File: src/rtl/sr_flag_bank.sv
// Bank of NCH set/reset status flags with sticky overrun, write-1-to-clear and interrupt masking.
// Feeds the UART status read mux and drives the single UART interrupt line.
module sr_flag_bank #(
    parameter int unsigned    NCH          = 8,
    parameter bit             SET_PRIORITY = 1'b1,
    parameter logic [NCH-1:0] EDGE_MODE    = '0,
    parameter logic [NCH-1:0] RST_FLAGS    = '0
) (
    input  logic           clk,
    input  logic           rst,
    input  logic [NCH-1:0] set,
    input  logic [NCH-1:0] clr,
    input  logic           w1c_we,
    input  logic [NCH-1:0] w1c_data,
    input  logic           mask_we,
    input  logic [NCH-1:0] mask_data,
    output logic [NCH-1:0] flags,
    output logic [NCH-1:0] ovr,
    output logic [NCH-1:0] mask,
    output logic           irq
);

    logic [NCH-1:0] flags_q, flags_d;
    logic [NCH-1:0] ovr_q, ovr_d;
    logic [NCH-1:0] mask_q, mask_d;
    logic [NCH-1:0] set_prev_q;
    logic [NCH-1:0] set_eff;
    logic [NCH-1:0] clr_eff;
    logic [NCH-1:0] w1c_bits;

    always_comb begin
        w1c_bits = w1c_we ? w1c_data : '0;
        // Edge channels only fire on a low-to-high transition of their set input.
        set_eff  = (EDGE_MODE & set & ~set_prev_q) | (~EDGE_MODE & set);
        clr_eff  = clr | w1c_bits;

        if (SET_PRIORITY) begin
            flags_d = set_eff | (flags_q & ~clr_eff);
        end else begin
            flags_d = (set_eff | flags_q) & ~clr_eff;
        end

        // A fresh overrun wins over a same-cycle W1C; hardware clr leaves ovr alone.
        ovr_d  = (ovr_q & ~w1c_bits) | (set_eff & flags_q);
        mask_d = mask_we ? mask_data : mask_q;
    end

    always_ff @(posedge clk) begin
        if (rst) begin
            flags_q    <= RST_FLAGS;
            ovr_q      <= '0;
            mask_q     <= '1;
            set_prev_q <= '1;
        end else begin
            flags_q    <= flags_d;
            ovr_q      <= ovr_d;
            mask_q     <= mask_d;
            set_prev_q <= set;
        end
    end

    assign flags = flags_q;
    assign ovr   = ovr_q;
    assign mask  = mask_q;
    assign irq   = |(flags_q & ~mask_q);

endmodule
File: config.mk
export PLATFORM = sky130hd
export DESIGN_NAME = sr_flag_bank
export DESIGN_NICKNAME = d
export VERILOG_FILES = /design/src/rtl/sr_flag_bank.sv
export SDC_FILE = /design/constraint.sdc
export NUM_CORES = 1
export LEC_CHECK = 0
export ABC_CLOCK_PERIOD_IN_PS = 2900
export BUFFER_PORTS_ARGS = -buffer_cell sky130_fd_sc_hd__buf_2
export CORE_MARGIN = 2
export CORE_UTILIZATION = 25
export CTS_CLUSTER_DIAMETER = 30
export DETAILED_ROUTE_END_ITERATION = 8
export HOLD_SLACK_MARGIN = 0.08
export PLACE_DENSITY = 0.58
export SYNTH_ARGS = -nofsm -noshare
export SYNTH_HDL_FRONTEND = slang
export SYNTH_SLANG_ARGS = --single-unit
File: constraint.sdc
create_clock -name clk -period 2.9 [get_ports clk]
set_clock_uncertainty 0.05 [all_clocks]
set_input_delay 0.145 -clock clk [delete_from_list [all_inputs] [get_ports clk]]
set_output_delay 0.145 -clock clk [all_outputs]
set_load 0.05 [all_outputs]
==> impl_metrics.env, run 1 <==
export IMPL_min_period_ps=1740
export IMPL_setup_tns_final_ps=0
export IMPL_wl_per_cell_um=11.5
export IMPL_worstPathMaxFanout=4
export IMPL_syn_nets=141
export IMPL_reg2regPathDepth=3
export IMPL_finalWeightedCongestion=0.732
export IMPL_drt_pre_antenna_iters=4
export IMPL_syn_area_um2=915
export IMPL_post_route_util_pct=43.6
export IMPL_crit_chain="inv_1 -> o22ai_1 -> or4_1 -> buf_2"
export IMPL_multi_input_area_um2=353
export IMPL_ff2ff_setup_slack_ps=1640
export IMPL_tightest_slew_ps=448
export IMPL_p_per_area_mw_per_mm2=502
export IMPL_grt_pass1_vias=1048
export IMPL_die_x_um=64.5
export IMPL_vdd_drop_max_mv=0.282
export IMPL_hold_viol_final=0
export IMPL_crit_required_ps=2710
export IMPL_dp_hpwl_um=1960
export IMPL_holdPathStages=4
export IMPL_vias=1014
export IMPL_cts_buffers=3
export IMPL_antenna_left=0
export IMPL_cts_tree="done"
export IMPL_dieHeight_um=64.5
export IMPL_io_pins=61
export IMPL_cts_hold_buf=20
export IMPL_floorplan_rows=21
export IMPL_setup_violations=0
export IMPL_timing_final_max_slew_violations=0
export IMPL_post_cts_resized=0
export IMPL_r2r_start="flags[1]"
export IMPL_cp_slowest_cell="or4_1"
export IMPL_seqCellArea_um2=480
export IMPL_path_class="reg2out"
export IMPL_finalWirelength_um=2660
export IMPL_relSlewSlack_pct=70.1
export IMPL_status="finished, final reports clean"
export IMPL_holdPathEnd="flags[7]"
export IMPL_syn_inst=105
export IMPL_clockBufferDepth=2
export IMPL_drv_cap=0
export IMPL_grt_start_max_net_pins=25
export IMPL_p_leak_nw=0.745
export IMPL_drt_iter0_drc=24
export IMPL_start_util_pct=26.8
export IMPL_fp_coreArea_mm2=0.00342
export IMPL_r2r_end="flags[1]"
export IMPL_vias_per_cell=4.39
export IMPL_track_usage_pct=13.8
export IMPL_synthDistinctLibCells=13
export IMPL_pre_cts_ws_ps=1510
export IMPL_final_nets=222
export IMPL_post_cts_buffers=0
export IMPL_drc=0
export IMPL_avgSynthCellArea_um2=8.71
export IMPL_area_growth_syn_to_layout_pct=62.7
export IMPL_final_period_utilization_pct=60.1
export IMPL_cts_num_sinks=24
export IMPL_drive_above_1_share_pct=34.6
export IMPL_clk_pin_slew_worst_paths_ps=130
export IMPL_layout_setup_ws_ps=1160
export IMPL_overflow=0
export IMPL_clock_latency_ps=310
export IMPL_numPortBuffers=60
export IMPL_synth_ff_latch_count=24
export IMPL_die_area_mm2=0.00416
export IMPL_yosysSeqAreaShare_pct=52.5
export IMPL_min_path_type="in2reg"
export IMPL_nFillCells=342
export IMPL_hp_start="clr[7]"
export IMPL_worst_setup_path_start_kind="flop"
export IMPL_grt_first_pass_wirelength_um=4500
export IMPL_max_freq_ghz=0.574
export IMPL_arrival_ps=1550
export IMPL_cp_slowest_stage_delay_ps=520
export IMPL_antenna_cells=0
export IMPL_root_buffer="clkbuf_4"
export IMPL_cp_buffers_inverters=2
export IMPL_ys_warn_count=0
export IMPL_grt_setup_unrepaired="no"
export IMPL_htreeDepth=1
export IMPL_crit_family="simple AND/OR/NAND/NOR gates"
export IMPL_antenna_found_initial=0
export IMPL_cp_end_kind="output port"
==> final cells by class <==
type,instances,area share [%]
multi-input cells,61,23.7
repair buffers,80,33.6
well taps,46,3.87
clock buffers,4,2.44
flip-flops and latches,24,32.3
inverters,16,4.04
==> cells in the final DEF (no fill, tap or decap), drive strengths merged <==
| master | instances |
|---|---|
| buf | 60 |
| inv | 16 |
| dlygate4sd3 | 20 |
| a22oi | 8 |
| a211o | 8 |
| or4 | 1 |
| nor2 | 16 |
| dfxtp | 24 |
| nor2b | 8 |
| nand2 | 8 |
| a31oi | 8 |
| o22ai | 4 |
| clkbuf | 4 |
==> stage by stage <==
step | instances | power, mW | instance area (um^2) | hold WS (ps)
finish | 231 | 0.747 | 1490 | 91.6
CTS | 231 | 0.754 | 1490 | 82.5
floorplan | 105 | 0.496 | 915 | 194
global route | 231 | 0.787 | 1490 | 91.2
global placement | 207 | 0.550 | 1250 | 303
detailed placement | 207 | 0.554 | 1250 | 301
==> worst register-to-register path, stage by stage (launching register included) <==
cell           delay [ps]
dfxtp_1               360
a31oi_1               140
dlygate4sd3_1         580
nor2_1                 40
==> per-layer routing <==
metal | share of wire [%] | wire, um | up-vias | global-route usage, %
met5 | 0 | 0 | - | 0
met4 | 1.1 | 30 | 0 | 5.59
met3 | 6.9 | 183 | 4 | 3.30
met2 | 52 | 1380 | 32 | 25.9
met1 | 40 | 1070 | 463 | 14.7
li1 | - | - | 515 | -
==> flip-flops by register name (all words and copies together) (netlist names) <==
register,cells
mask,8
flags,8
ovr,8
==> synth_stat cells <==
cell	n	area share, %
a211o_1	8	7.7
a22oi_1	8	6.6
a31oi_1	8	5.5
buf_2	2	1.1
buf_4	1	0.82
clkbuf_1	1	0.41
dfxtp_1	24	53
inv_1	16	6.6
nand2_1	8	3.3
nor2_1	16	6.6
nor2b_1	8	5.5
o22ai_1	4	2.7
or4_1	1	0.82
==> power breakdown <==
part,total (mW),internal [mW],switching [mW]
combinational,0.202,0.0734,0.129
sequential,0.366,0.351,0.0150
clock,0.180,0.0767,0.103
total,0.747,0.501,0.247
==> logic make-up after synthesis <==
group | synth area share, %
buf+inv | 8.89
compound gates | 22.4
simple gates | 16.1
flops | 52.5
==> worst max path at each step <==
stage             start   to  depth (start not counted)
6_report       flags[6]  irq                          4
4_1_cts        flags[0]  irq                          4
3_5_place_dp   flags[0]  irq                          4
3_3_place_gp   flags[0]  irq                          4
2_1_floorplan   mask[6]  irq                          2
5_1_grt        flags[0]  irq                          4
(Power assumes the default switching activity.)
==> run 2: changes to the inputs <==
--- a/config.mk
+++ b/config.mk
@@ -5,7 +5,7 @@
 export SDC_FILE = /design/constraint.sdc
 export NUM_CORES = 1
 export LEC_CHECK = 0
-export ABC_CLOCK_PERIOD_IN_PS = 2900
+export ABC_CLOCK_PERIOD_IN_PS = 1700
 export BUFFER_PORTS_ARGS = -buffer_cell sky130_fd_sc_hd__buf_2
 export CORE_MARGIN = 2
 export CORE_UTILIZATION = 25
==> constraint.sdc (replaced) <==
create_clock -name clk -period 1.7 [get_ports clk]
set_clock_uncertainty 0.05 [all_clocks]
set_input_delay 0.085 -clock clk [delete_from_list [all_inputs] [get_ports clk]]
set_output_delay 0.085 -clock clk [all_outputs]
set_load 0.05 [all_outputs]
==> run 2 against run 1 <==
  * Non-clock buffer count grew 13
  * Sequential cell count is the same
  * Total power grew 75%
  * Wire length grew 7.2%
  * Highest routed layer unchanged
==> impl_metrics.env, run 2 (synthesis gave the netlist of run 1 again) <==
export IMPL_holdPathEnd="flags[5]"
export IMPL_relSlewSlack_pct=70.3
export IMPL_clock_latency_ps=310
export IMPL_status="finished, final reports clean"
export IMPL_r2r_end="flags[0]"
export IMPL_die_x_um=64.5
export IMPL_vdd_drop_max_mv=0.382
export IMPL_grt_use_met3_pct=3.13
export IMPL_io_pins=61
export IMPL_finalWirelength_um=2860
export IMPL_overflow=0
export IMPL_clockBufferDepth=2
export IMPL_drt_iter0_drc=15
export IMPL_fp_coreArea_mm2=0.00342
export IMPL_final_period_utilization_pct=95.9
export IMPL_track_usage_pct=14.8
export IMPL_min_period_ps=1630
export IMPL_cp_end_kind="output port"
export IMPL_busiest_layer="met2"
export IMPL_antenna_left=0
export IMPL_drive_above_1_share_pct=35.9
export IMPL_area_growth_syn_to_layout_pct=78.4
export IMPL_fin_area_mm2=0.00163
export IMPL_numPortBuffers=60
export IMPL_floorplan_rows=21
export IMPL_cts_tree="done"
export IMPL_holdPathStages=2
export IMPL_place_area_mm2=0.00125
export IMPL_cts_num_sinks=24
export IMPL_worstPathMaxFanout=4
export IMPL_dp_hpwl_um=1960
export IMPL_post_route_util_pct=47.8
export IMPL_setup_violations=0
export IMPL_root_buffer="clkbuf_4"
export IMPL_cts_buffers=3
export IMPL_startpoint="flags[6]"
export IMPL_final_nets=235
export IMPL_arrival_ps=1490
export IMPL_reg2regPathDepth=4
export IMPL_hp_start="rst"
export IMPL_max_freq_ghz=0.614
export IMPL_use_met2_pct=27.7
export IMPL_p_per_area_mw_per_mm2=803
export IMPL_drc=0
export IMPL_antenna_found_initial=0
export IMPL_start_util_pct=26.8
export IMPL_grt_first_pass_wirelength_um=4810
export IMPL_worst_setup_path_start_kind="flop"
export IMPL_drt_pre_antenna_iters=4
export IMPL_setup_tns_final_ps=0
export IMPL_crit_required_ps=1560
export IMPL_wl_per_cell_um=11.7
export IMPL_tightest_slew_ps=445
export IMPL_timing_final_max_slew_violations=0
export IMPL_htreeDepth=1
export IMPL_grt_pass1_vias=1079
export IMPL_grt_setup_unrepaired="no"
export IMPL_antenna_cells=0
export IMPL_vias=1081
export IMPL_grt_start_max_net_pins=25
export IMPL_path_class="reg2out"
export IMPL_power_mw=1.31
export IMPL_layout_common_cells="buf_2 (59), dlygate4sd3_1 (32), dfxtp_1 (19)"
export IMPL_met1_usage_pct=16.2
export IMPL_p_leak_nw=0.804
export IMPL_finalWeightedCongestion=0.732
export IMPL_vias_per_cell=4.43
export IMPL_hold_viol_final=0
export IMPL_ff2ff_setup_slack_ps=360
export IMPL_r2r_start="flags[0]"
export IMPL_final_common_cell="buf_2"
export IMPL_min_path_type="in2reg"
export IMPL_clk_pin_slew_worst_paths_ps=130
export IMPL_drv_cap=0
export IMPL_dieHeight_um=64.5
export IMPL_die_area_mm2=0.00416
## run 2: final cells by class
class | instances | area (um^2)
clock buffer | 4 | 36.3
fill | 336 | 1780
inverter | 16 | 60.1
multi-input combinational | 61 | 357
sequential | 24 | 487
tap | 46 | 57.6
timing repair buffer | 93 | 634
## run 2: through the flow
stage	setup slack [ps]	std cells	hold slack, ps
finish	70.2	244	134
global route	1.59	244	132
CTS	8.94	243	132
detailed placement	367	207	241
global placement	368	207	243
floorplan	8.60	105	134
## run 2: worst max-delay path by stage
stage | to | slack (ps) | depth (start not counted)
after floorplan | irq | 9 | 2
after global placement | irq | 370 | 4
after detailed placement | irq | 370 | 4
after CTS | irq | 9 | 4
after global routing | irq | 2 | 4
final | irq | 70 | 4
## run 2: power by group
group          switching [mW]  total [mW]  leakage [nW]  internal (mW)
clock                   0.174       0.305        0.0210          0.131
sequential             0.0252       0.625         0.200          0.600
combinational           0.226       0.381         0.583          0.155
## run 2: routing by layer
| metal | part of all wire [%] | vias up | wire length, um |
|---|---|---|---|
| met2 | 52 | 35 | 1490 |
| li1 | - | 539 | - |
| met5 | 0 | - | 0 |
| met3 | 6.2 | 5 | 176 |
| met4 | 1.5 | 0 | 44 |
| met1 | 40 | 502 | 1150 |
## run 2: worst max-delay path, cell delays in order, from the launching register on
cell	delay (ps)
dfxtp_2	360
inv_1	50
o22ai_1	70
or4_4	540
buf_6	170
## run 2: timing repair
action	4_1_cts	5_1_grt
setup buffers	0	1
resized for setup	1	7
hold buffers	32	0
setup endpoints to repair	1	1
endpoints found under the hold margin	24	0
==> run 3: changes to the inputs <==
--- a/config.mk
+++ b/config.mk
@@ -13,6 +13,7 @@
 export DETAILED_ROUTE_END_ITERATION = 8
 export HOLD_SLACK_MARGIN = 0.08
 export PLACE_DENSITY = 0.58
+export RECOVER_POWER = 25
 export SYNTH_ARGS = -nofsm -noshare
 export SYNTH_HDL_FRONTEND = slang
 export SYNTH_SLANG_ARGS = --single-unit
==> run 3 against run 2 <==
  * Clock power about the same
  * Non-clock buffer count unchanged
  * Total power about the same
  * Critical endpoint unchanged
  * Highest routed layer unchanged
==> impl_metrics.env, run 3 (synthesis gave the netlist of run 1 again) <==
export IMPL_drt_iter0_drc=14
export IMPL_htreeDepth=1
export IMPL_p_per_area_mw_per_mm2=804
export IMPL_grt_setup_unrepaired="no"
export IMPL_cts_tree="done"
export IMPL_antenna_found_initial=0
export IMPL_layout_common_cells="buf_2 (57), dlygate4sd3_1 (32), dfxtp_1 (19)"
export IMPL_path_class="reg2out"
export IMPL_p_leak_nw=0.801
export IMPL_hold_viol_final=0
export IMPL_clk_pin_slew_worst_paths_ps=130
export IMPL_fp_coreArea_mm2=0.00342
export IMPL_cts_num_sinks=24
export IMPL_overflow=0
export IMPL_setup_violations=0
export IMPL_cp_slowest_stage_delay_ps=540
export IMPL_worst_setup_path_start_kind="flop"
export IMPL_cp_end_kind="output port"
export IMPL_grt_use_met3_pct=3.13
export IMPL_timing_final_max_slew_violations=0
export IMPL_min_path_type="in2reg"
export IMPL_antenna_cells=0
export IMPL_cts_buffers=3
export IMPL_die_x_um=64.5
export IMPL_status="finished, final reports clean"
export IMPL_track_usage_pct=14.8
export IMPL_clockBufferDepth=2
export IMPL_arrival_ps=1490
export IMPL_root_buffer="clkbuf_4"
export IMPL_drt_pre_antenna_iters=4
export IMPL_grt_start_max_net_pins=25
export IMPL_grt_pass1_vias=1079
export IMPL_io_pins=61
export IMPL_max_freq_ghz=0.614
export IMPL_finalWeightedCongestion=0.732
export IMPL_wl_per_cell_um=11.7
export IMPL_r2r_end="flags[0]"
export IMPL_final_nets=235
export IMPL_crit_required_ps=1560
export IMPL_crit_chain="inv_1 -> o22ai_1 -> or4_4 -> buf_6"
export IMPL_min_period_ps=1630
export IMPL_numPortBuffers=60
export IMPL_relSlewSlack_pct=70.4
export IMPL_setup_tns_final_ps=0
export IMPL_worstPathMaxFanout=4
export IMPL_drv_cap=0
export IMPL_whs_ps=134
export IMPL_ff2ff_setup_slack_ps=360
export IMPL_use_met2_pct=27.7
export IMPL_start_util_pct=26.8
export IMPL_antenna_left=0
export IMPL_clock_latency_ps=310
export IMPL_holdPathStages=2
export IMPL_cp_slowest_cell="or4_4"
export IMPL_r2r_start="flags[0]"
export IMPL_final_common_cell="buf_2"
export IMPL_area_growth_syn_to_layout_pct=78.2
export IMPL_hp_start="rst"
export IMPL_reg2regPathDepth=4
export IMPL_vdd_drop_max_mv=0.382
export IMPL_vias_per_cell=4.44
export IMPL_dieHeight_um=64.5
export IMPL_grt_first_pass_wirelength_um=4810
export IMPL_drc=0
export IMPL_met1_usage_pct=16.2
export IMPL_holdPathEnd="flags[5]"
export IMPL_finalWirelength_um=2850
export IMPL_die_area_mm2=0.00416
export IMPL_vias=1084
export IMPL_final_period_utilization_pct=95.9
export IMPL_busiest_layer="met2"
export IMPL_drive_above_1_share_pct=35.4
export IMPL_dp_hpwl_um=1960
export IMPL_floorplan_rows=21
export IMPL_tightest_slew_ps=445
-- run 3: cell types whose count changed in the layout (fill, tap and decap cells not counted), sizes merged --
cell,change
buf,-2
clkbuf,+2
-- run 3: what timing repair did --
item | CTS | global route
endpoints found under the hold margin | 24 | 0
setup buffers | 0 | 1
resized for setup | 1 | 7
hold buffers | 32 | 0
setup endpoints to repair | 1 | 1
-- run 3: metal layers --
metal	share of wire [%]	wire, um
met5	0	0
met4	1.5	44
met2	52	1490
met1	40	1140
met3	6.3	180
-- run 3: worst max-delay path by stage --
stage / from / endpoint / cells after the start
2_1_floorplan: mask[6] / irq / 2
3_3_place_gp: flags[0] / irq / 4
3_5_place_dp: flags[0] / irq / 4
4_1_cts: flags[0] / irq / 4
5_1_grt: flags[4] / irq / 4
6_report: flags[6] / irq / 4
-- run 3: cell type report --
cell class | count | area [um^2]
tap | 46 | 57.6
multi-input combinational | 61 | 357
timing repair buffer | 93 | 633
inverter | 16 | 60.1
sequential | 24 | 487
fill | 336 | 1790
clock buffer | 4 | 36.3
-- run 3: metrics by stage --
step	util, %	total power [mW]	area [um^2]	std cells	setup slack, ps
final	47.7	1.31	1630	244	70.0
after global routing	47.7	1.38	1630	244	1.59
after CTS	47.1	1.31	1610	243	8.94
after detailed placement	36.6	0.945	1250	207	367
after global placement	36.6	0.938	1250	207	368
after floorplan	-	0.845	915	105	8.60
-- run 3: where the power goes --
group          switching, mW  leakage, nW  internal, mW
sequential            0.0251        0.200         0.600
combinational          0.226        0.581         0.154
clock                  0.174       0.0210         0.131
total                  0.425        0.801         0.885
-- run 3: worst max-delay path, delay by kind of cell, from the launching register on --
kind,cells,cell delay (ps)
simple gates,1,540
compound gates,1,70
flops,1,360
buf+inv,2,220
